### src/rtl/xor_stream_decrypt_if.sv
// AXI4-Stream bundle used on both sides of the XOR stream decryptor.
// The master drives the beat and valid; the slave drives ready.
interface xor_stream_decrypt_if #(
  parameter int DW = 256,
  parameter int UW = 128
);
  logic [DW-1:0]   tdata;
  logic [DW/8-1:0] tkeep;
  logic [UW-1:0]   tuser;
  logic            tvalid;
  logic            tready;
  logic            tlast;

  modport master (output tdata, tkeep, tuser, tvalid, tlast, input tready);
  modport slave  (input tdata, tkeep, tuser, tvalid, tlast, output tready);
endinterface

### src/rtl/xor_stream_decrypt.sv
// Strips the 32-bit XOR key from an AXI4-Stream packet flow (WORD1 keeps its low 16 bits clear),
// with per-packet key/bypass latching, byte sanitising and a registered output backed by a one-entry skid.
module xor_stream_decrypt #(
  parameter int C_M_AXIS_DATA_WIDTH  = 256,
  parameter int C_S_AXIS_DATA_WIDTH  = 256,
  parameter int C_M_AXIS_TUSER_WIDTH = 128,
  parameter int C_S_AXIS_TUSER_WIDTH = 128
) (
  input  logic                    axis_aclk,
  input  logic                    axis_reset,
  xor_stream_decrypt_if.slave     s_axis,
  xor_stream_decrypt_if.master    m_axis,
  input  logic [31:0]             key,
  input  logic                    bypass,
  input  logic                    clear_counters,
  output logic [31:0]             pkt_count,
  output logic [31:0]             bypass_count
);

  localparam int DW  = C_S_AXIS_DATA_WIDTH;
  localparam int UW  = C_S_AXIS_TUSER_WIDTH;
  localparam int KW  = DW / 8;
  localparam int N   = DW / 32;
  localparam int MDW = C_M_AXIS_DATA_WIDTH;
  localparam int MUW = C_M_AXIS_TUSER_WIDTH;

  typedef enum logic [1:0] {WORD0, WORD1, PAYLOAD} state_t;

  state_t state, state_next;
  logic [31:0] key_r;
  logic        byp_r;
  logic        ready_r;
  logic        accept;
  logic [31:0] key_eff;
  logic        byp_eff;
  logic [DW-1:0] mask;
  logic [DW-1:0] beat_data;

  logic            out_valid;
  logic [MDW-1:0]  out_data;
  logic [MDW/8-1:0] out_keep;
  logic [MUW-1:0]  out_user;
  logic            out_last;
  logic            out_free;

  logic            skid_valid;
  logic [DW-1:0]   skid_data;
  logic [KW-1:0]   skid_keep;
  logic [UW-1:0]   skid_user;
  logic            skid_last;

  logic [31:0] pkt_cnt_r;
  logic [31:0] byp_cnt_r;

  assign accept   = s_axis.tvalid & ready_r;
  assign out_free = ~out_valid | m_axis.tready;

  // The WORD0 beat itself already uses the live key/bypass it is about to latch.
  assign key_eff = (state == WORD0) ? key    : key_r;
  assign byp_eff = (state == WORD0) ? bypass : byp_r;

  always_comb begin
    state_next = state;
    if (accept) begin
      case (state)
        WORD0:   state_next = s_axis.tlast ? WORD0 : WORD1;
        WORD1:   state_next = s_axis.tlast ? WORD0 : PAYLOAD;
        PAYLOAD: state_next = s_axis.tlast ? WORD0 : PAYLOAD;
        default: state_next = WORD0;
      endcase
    end
  end

  always_ff @(posedge axis_aclk or posedge axis_reset) begin
    if (axis_reset) begin
      state <= WORD0;
      key_r <= 32'h0;
      byp_r <= 1'b0;
    end else begin
      state <= state_next;
      if (accept && state == WORD0) begin
        key_r <= key;
        byp_r <= bypass;
      end
    end
  end

  always_comb begin
    mask = '0;
    case (state)
      WORD1:   mask = {{(N-1){key_eff}}, key_eff[31:16], 16'h0000};
      PAYLOAD: mask = {N{key_eff}};
      default: mask = '0;
    endcase
    if (byp_eff) mask = '0;
    beat_data = s_axis.tdata ^ mask;
    for (int i = 0; i < KW; i++) begin
      if (!s_axis.tkeep[i]) beat_data[i*8 +: 8] = 8'h00;
    end
  end

  // Output register refills from the skid first so beat order is preserved.
  always_ff @(posedge axis_aclk or posedge axis_reset) begin
    if (axis_reset) begin
      out_valid  <= 1'b0;
      out_data   <= '0;
      out_keep   <= '0;
      out_user   <= '0;
      out_last   <= 1'b0;
      skid_valid <= 1'b0;
      skid_data  <= '0;
      skid_keep  <= '0;
      skid_user  <= '0;
      skid_last  <= 1'b0;
      ready_r    <= 1'b0;
    end else begin
      if (out_free) begin
        if (skid_valid) begin
          out_valid  <= 1'b1;
          out_data   <= skid_data;
          out_keep   <= skid_keep;
          out_user   <= skid_user;
          out_last   <= skid_last;
          skid_valid <= 1'b0;
        end else if (accept) begin
          out_valid <= 1'b1;
          out_data  <= beat_data;
          out_keep  <= s_axis.tkeep;
          out_user  <= s_axis.tuser;
          out_last  <= s_axis.tlast;
        end else begin
          out_valid <= 1'b0;
        end
        ready_r <= 1'b1;
      end else begin
        if (accept) begin
          skid_valid <= 1'b1;
          skid_data  <= beat_data;
          skid_keep  <= s_axis.tkeep;
          skid_user  <= s_axis.tuser;
          skid_last  <= s_axis.tlast;
        end
        ready_r <= ~(skid_valid | accept);
      end
    end
  end

  // Clear takes priority over a same-cycle increment.
  always_ff @(posedge axis_aclk or posedge axis_reset) begin
    if (axis_reset) begin
      pkt_cnt_r <= 32'h0;
      byp_cnt_r <= 32'h0;
    end else if (clear_counters) begin
      pkt_cnt_r <= 32'h0;
      byp_cnt_r <= 32'h0;
    end else if (accept && s_axis.tlast) begin
      if (byp_eff) byp_cnt_r <= byp_cnt_r + 32'h1;
      else         pkt_cnt_r <= pkt_cnt_r + 32'h1;
    end
  end

  assign s_axis.tready = ready_r;
  assign m_axis.tvalid = out_valid;
  assign m_axis.tdata  = out_data;
  assign m_axis.tkeep  = out_keep;
  assign m_axis.tuser  = out_user;
  assign m_axis.tlast  = out_last;
  assign pkt_count     = pkt_cnt_r;
  assign bypass_count  = byp_cnt_r;

endmodule

### src/flat_wrapper.sv
// flat-port wrapper written by rule: the top's interface ports become plain ports
module xor_stream_decrypt_flat 
#(
  parameter int C_M_AXIS_DATA_WIDTH  = 256,
  parameter int C_S_AXIS_DATA_WIDTH  = 256,
  parameter int C_M_AXIS_TUSER_WIDTH = 128,
  parameter int C_S_AXIS_TUSER_WIDTH = 128
)
  (axis_aclk, axis_reset, key, bypass, clear_counters, pkt_count, bypass_count, s_axis_tdata, s_axis_tkeep, s_axis_tuser, s_axis_tvalid, s_axis_tlast, s_axis_tready, m_axis_tdata, m_axis_tkeep, m_axis_tuser, m_axis_tvalid, m_axis_tlast, m_axis_tready);
  xor_stream_decrypt_if #(.DW((256)), .UW((128))) s_axis_i ();
  xor_stream_decrypt_if #(.DW((256)), .UW((128))) m_axis_i ();
  input  logic axis_aclk;
  input  logic axis_reset;
  input  logic [31:0] key;
  input  logic bypass;
  input  logic clear_counters;
  output logic [31:0] pkt_count;
  output logic [31:0] bypass_count;
  input wire logic [$bits(s_axis_i.tdata)-1:0] s_axis_tdata;
  input wire logic [$bits(s_axis_i.tkeep)-1:0] s_axis_tkeep;
  input wire logic [$bits(s_axis_i.tuser)-1:0] s_axis_tuser;
  input wire logic [$bits(s_axis_i.tvalid)-1:0] s_axis_tvalid;
  input wire logic [$bits(s_axis_i.tlast)-1:0] s_axis_tlast;
  output wire logic [$bits(s_axis_i.tready)-1:0] s_axis_tready;
  output wire logic [$bits(m_axis_i.tdata)-1:0] m_axis_tdata;
  output wire logic [$bits(m_axis_i.tkeep)-1:0] m_axis_tkeep;
  output wire logic [$bits(m_axis_i.tuser)-1:0] m_axis_tuser;
  output wire logic [$bits(m_axis_i.tvalid)-1:0] m_axis_tvalid;
  output wire logic [$bits(m_axis_i.tlast)-1:0] m_axis_tlast;
  input wire logic [$bits(m_axis_i.tready)-1:0] m_axis_tready;
  assign s_axis_i.tdata = s_axis_tdata;
  assign s_axis_i.tkeep = s_axis_tkeep;
  assign s_axis_i.tuser = s_axis_tuser;
  assign s_axis_i.tvalid = s_axis_tvalid;
  assign s_axis_i.tlast = s_axis_tlast;
  assign s_axis_tready = s_axis_i.tready;
  assign m_axis_tdata = m_axis_i.tdata;
  assign m_axis_tkeep = m_axis_i.tkeep;
  assign m_axis_tuser = m_axis_i.tuser;
  assign m_axis_tvalid = m_axis_i.tvalid;
  assign m_axis_tlast = m_axis_i.tlast;
  assign m_axis_i.tready = m_axis_tready;
  xor_stream_decrypt #(.C_M_AXIS_DATA_WIDTH(C_M_AXIS_DATA_WIDTH), .C_S_AXIS_DATA_WIDTH(C_S_AXIS_DATA_WIDTH), .C_M_AXIS_TUSER_WIDTH(C_M_AXIS_TUSER_WIDTH), .C_S_AXIS_TUSER_WIDTH(C_S_AXIS_TUSER_WIDTH)) u_core (.axis_aclk(axis_aclk), .axis_reset(axis_reset), .s_axis(s_axis_i), .m_axis(m_axis_i), .key(key), .bypass(bypass), .clear_counters(clear_counters), .pkt_count(pkt_count), .bypass_count(bypass_count));
endmodule
### config.mk
export PLATFORM = sky130hd
export DESIGN_NAME = xor_stream_decrypt_flat
export DESIGN_NICKNAME = d
export VERILOG_FILES = /design/src/rtl/xor_stream_decrypt_if.sv /design/src/rtl/xor_stream_decrypt.sv /design/src/flat_wrapper.sv
export SDC_FILE = /design/constraint.sdc
export NUM_CORES = 2
export LEC_CHECK = 0
export ABC_AREA = 1
export CORE_AREA = 2 2 368 370
export CTS_CLUSTER_DIAMETER = 60
export DETAILED_ROUTE_END_ITERATION = 8
export DIE_AREA = 0 0 370 372
export PLACE_DENSITY_LB_ADDON = 0.1
export SYNTH_ARGS = -nofsm -noshare
export SYNTH_HDL_FRONTEND = slang
export SYNTH_SLANG_ARGS = --single-unit
### constraint.sdc
create_clock -name axis_aclk -period 34.8 [get_ports axis_aclk]
set_input_delay 8.7 -clock axis_aclk [delete_from_list [all_inputs] [get_ports axis_aclk]]
set_output_delay 8.7 -clock axis_aclk [all_outputs]
set_load 0.1 [all_outputs]
* Word level (Yosys, flattened, before mapping) *
Cells that the tools add are included.

operators by class
  $add $sub $neg = 2
  equality and inequality tests = 3
  multiplexer cells = 58
  bitwise logic cells = 7
  reductions and logical operators = 12

operator list
  cell                   count
  $mux 256               3
  $pmux 256 s2           1
  $mux 32                9
  $mux 128               2
  $mux 8                 32
  $xor 256x256->256      1
  $add 32x1->32 const B  2
  $mux 1                 9
  $reduce_and 2->1       4
  $reduce_bool 2->1      4
  $pmux 2 s2             1
  $not 1->1              3
  $eq 2x1->1 const B     1
  $eq 2x2->1 const B     1
  $logic_and 1x1->1      2
  $logic_not 2->1        1
  $mux 2                 1
  $ne 2x2->1 const B     1
  $or 1x1->1             2
  $reduce_or 2->1        1
  $and 1x1->1            1

word-level totals
  register bits = 936
  output and inout port bits = 483
  logic and storage cells = 98

* Depth between registers and ports, before layout *
  depth after elaboration = 8
  mapped depth = 14
  depth with buffers taken out = 13

* Worst setup path after synthesis *
Ideal clock, no wire load.

  path kind = input port to flip-flop
  start = input m_axis_tready
  end = register u_core.skid_data[63]
  arrival = 9.749 ns
  data required time = 34.664 ns
  slack = 24.915 ns
  cell stages on the path = 10
  cell sequence = nor2_2 -> inv_2 -> nor2_8 -> inv_2 -> buf_6 -> buf_6 -> buf_2 -> buf_2 -> nand2_1 -> o21ai_0

on the way
  longest elaborated chain between the ends = 3

RTL lines
  element                            line                       text
  start: declaration                 flat_wrapper.sv:30         input wire logic [$bits(m_axis_i.tready)-1:0] m_axis_tready;
  $or 1x1->1                         xor_stream_decrypt.sv:56   assign out_free = ~out_valid | m_axis.tready;
  $not 1->1 (no source line)         -
  $reduce_and 2->1 (no source line)  -
  end signal: assignment             xor_stream_decrypt.sv:138  skid_data <= beat_data;
  end: declaration                   xor_stream_decrypt.sv:47   logic [DW-1:0] skid_data;

No other way between the ends.
A chain may end at the register's enable or synchronous reset.

==> summary.txt <==
Run status
  • Run status: finished, final reports clean

Place
  • Placed cell areas: 0.0566 sq mm
  • Post-DP HPWL: 142 mm
  • IO buf count: 937
  • Cell Count Post-Placement: 8678
  • GPL Wtd Cong: 0.877

Synthesis
  • Part of the Yosys area used for sequential elements: 0.507
  • Netlist cell types: 36
  • Post-Synthesis Cells: 6277
  • Syn Nets: 6738
  • Avg Inst Size Synth: 7.36 sq um
  • Synth top area cells: dfrtp_1 (51%), nand2_1 (21%), nor2_1 (6.4%), nand3_1 (6.0%), inv_1 (2.9%)
  • Largest area contributor in the netlist: dfrtp_1
  • Post-synth ARST share: 1.00
  • Post-synth EDFFs: 0
  • Synth warn: 0
  • Synth Flop Type: dfrtp_1
  • Post-Syn Area: 0.0462 sq mm
  • Synth Register Bits: 936
  • Top cell type's share of synthesized area: 0.507

GRT
  • Total track usage: 0.298
  • Antenna violations before repair: 77
  • Largest net degree at the start of global routing: 244
  • First-pass GRT wire length: 298 mm
  • GR Overflow Total: 0
  • Vias in the first global route: 41300

Critical path
  • Critical Path AT: 14650 ps
  • CP Capture Type: asynchronous set/reset pin
  • CP max FO: 145
  • Startpoint types: primary input
  • Reg2Reg Setup Slack: 30040 ps
  • CP Data Required Time: 35610 ps
  • Crit Path Class: primary input to asynchronous set/reset pin

Die
  • Core area: 0.134 sq mm
  • Die ar.: 0.138 sq mm
  • Chip Width: 370 microns
  • I/O Pins: 938
  • Row cnt: 135
  • Die height: 372 microns
  • Initial Util: 0.344

Drt
  • Via-to-Cell Ratio: 5.04
  • Pre-antenna DRT Iters: 7
  • Post-route ant nets: 0
  • DR vias: 45000
  • Drt drc: 0
  • Drt initial violations: 4305
  • Final WL: 210 mm
  • WL per Instance: 23.6 microns

Timing
  • Slew HR: 0.110
  • RSZ-0062 raised after global routing: no
  • Final Max Tran Viols: 0
  • Max Clock Skew: 29.9 ps
  • Setup Total Neg Slack: 0 ps
  • Tcrit/Tclk final: 0.398
  • Max Clock Freq: 0.0723 GHz
  • Setup violators final: 0
  • Fin crit period: 13840 ps
  • Least-Margin Pin Slew: 1330 ps
  • Final Hold Fails: 0

CTS
  • Setup bufs post-CTS: 0
  • # hold bufs at CTS: 0
  • Later-pin clock latency in the skew report: 740 ps
  • CTS tree: built
  • Post_cts resized: 0
  • Clock sink count: 936
  • Num CTS Buffers: 118
  • Clock Pin Slew Worst Setup and Hold Paths: 50 ps
  • Clock root cell: clkbuf_16
  • H-tree levels: 3
  • Clock tree buffer depth: 3

Min path
  • Hold Crit Class: flip-flop to flip-flop

Power
  • Pwr per Cell Area: 88.4 mW/mm^2
  • Maximum VDD drop: 0.0554 mV
  • Leakage: 30.3 nW
  • Pwr Total: 0.00538 W

Cells and area
  • Layout cells sized above 1: 0.0499
  • Design area: 0.0608 sq mm
  • P&R area growth vs syn: 31.7%
  • Non-filler cells, final: 8921
  • Commonest non-fill, non-tap cell in the layout: nand2_1
  • Commonest cells after routing, fill and taps aside: nand2_1 (2573), dfrtp_1 (935), clkdlybuf4s50_1 (917)
  • Final #Nets: 7478

Run
  • Max-Cap Viols: 0
[cell type report]
type                       instances  area [sq um]
tap                             1781          2230
clock inverter                    54           785
clock buffer                     161          3380
timing repair buffer             988          9790
antenna                           28          70.1
multi-input combinational       4607         19700
fill                           13500         73500
sequential                       936         23400
inverter                         366          1410
[layer usage]
| layer | global-route usage | share of wire | vias up |
|---|---|---|---|
| met5 | 0 | 0.0018 | - |
| met4 | 0.129 | 0.042 | 60 |
| met3 | 0.0886 | 0.095 | 369 |
| met2 | 0.451 | 0.44 | 1725 |
| met1 | 0.395 | 0.42 | 21500 |
| li1 | - | - | 21300 |
[cells in the mapped netlist, types with 3 or more instances]
library cell	instances
a21o_1	3
a21oi_1	44
a31oi_1	165
buf_1	26
buf_2	109
buf_4	3
buf_6	18
clkbuf_1	210
dfrtp_1	936
ha_1	6
inv_1	358
inv_2	5
nand2_1	2575
nand2_2	13
nand2_4	21
nand3_1	553
nand4_1	48
nor2_1	788
nor2_2	4
nor3_1	8
nor3b_1	4
o21ai_0	142
o21ai_1	188
o21ai_2	4
o21ai_4	28
o21bai_1	4
[state kept, by name, indices dropped and copies added (netlist names), 2 cells and up]
signal               flops
u_core.state             2
u_core.skid_data       256
u_core.bypass_count     32
u_core.m_axis.tdata    256
u_core.skid_user       128
u_core.pkt_count        32
u_core.skid_keep        32
u_core.m_axis.tkeep     32
u_core.key_r            32
u_core.m_axis.tuser    128
[power breakdown]
part / leakage, nW / total, W / internal, W / switching, W
clock: 2.04 / 0.00132 / 0.000799 / 0.000522
combinational: 16.5 / 0.00246 / 0.000525 / 0.00194
sequential: 11.8 / 0.00159 / 0.00140 / 0.000197
total: 30.3 / 0.00538 / 0.00272 / 0.00266
[cells by family (layout without fill, tap and decap cells)]
kind of cell,after synthesis,after routing,synth area share
muxes,1,1,0.000244
and+or+nand+nor,4017,4017,0.349
DFF,936,936,0.507
xor gates and xnor gates,4,4,0.000758
adders and majority gates,6,6,0.00162
AOI/OAI and AO/OA,579,579,0.0747
buffers and inverters,734,1569,0.0663
other,0,28,0
[critical path: stages]
cell and delay [ps]:
clkdlybuf4s50_1 450, clkinvlp_4 80, buf_4 590, buf_4 800, buf_12 480, buf_4 700
buf_4 870, buf_4 890, buf_4 610
[per-stage QoR]
step | hold slack, ps | utilization | worst slack (ps)
after detailed placement | 458 | 0.421 | 19930
after global routing | 484 | 0.453 | 20130
final | 469 | 0.453 | 20960
after floorplan | 442 | - | 13220
after global placement | 452 | 0.421 | 19920
after CTS | 472 | 0.452 | 20680
[final timing paths]
kind,start,to,depth (start not counted)
max,axis_reset,u_core.key_r[16],9
min,u_core.skid_keep[9],u_core.skid_keep[9],2
max reg2reg,u_core.skid_valid,u_core.m_axis.tdata[151],9
min reg2reg,u_core.skid_keep[9],u_core.skid_keep[9],2
max in group axis_aclk,s_axis_tvalid,u_core.m_axis.tdata[151],10
min in group asynchronous,axis_reset,u_core.m_axis.tkeep[23],3
Power figures use the tool's default switching activity.
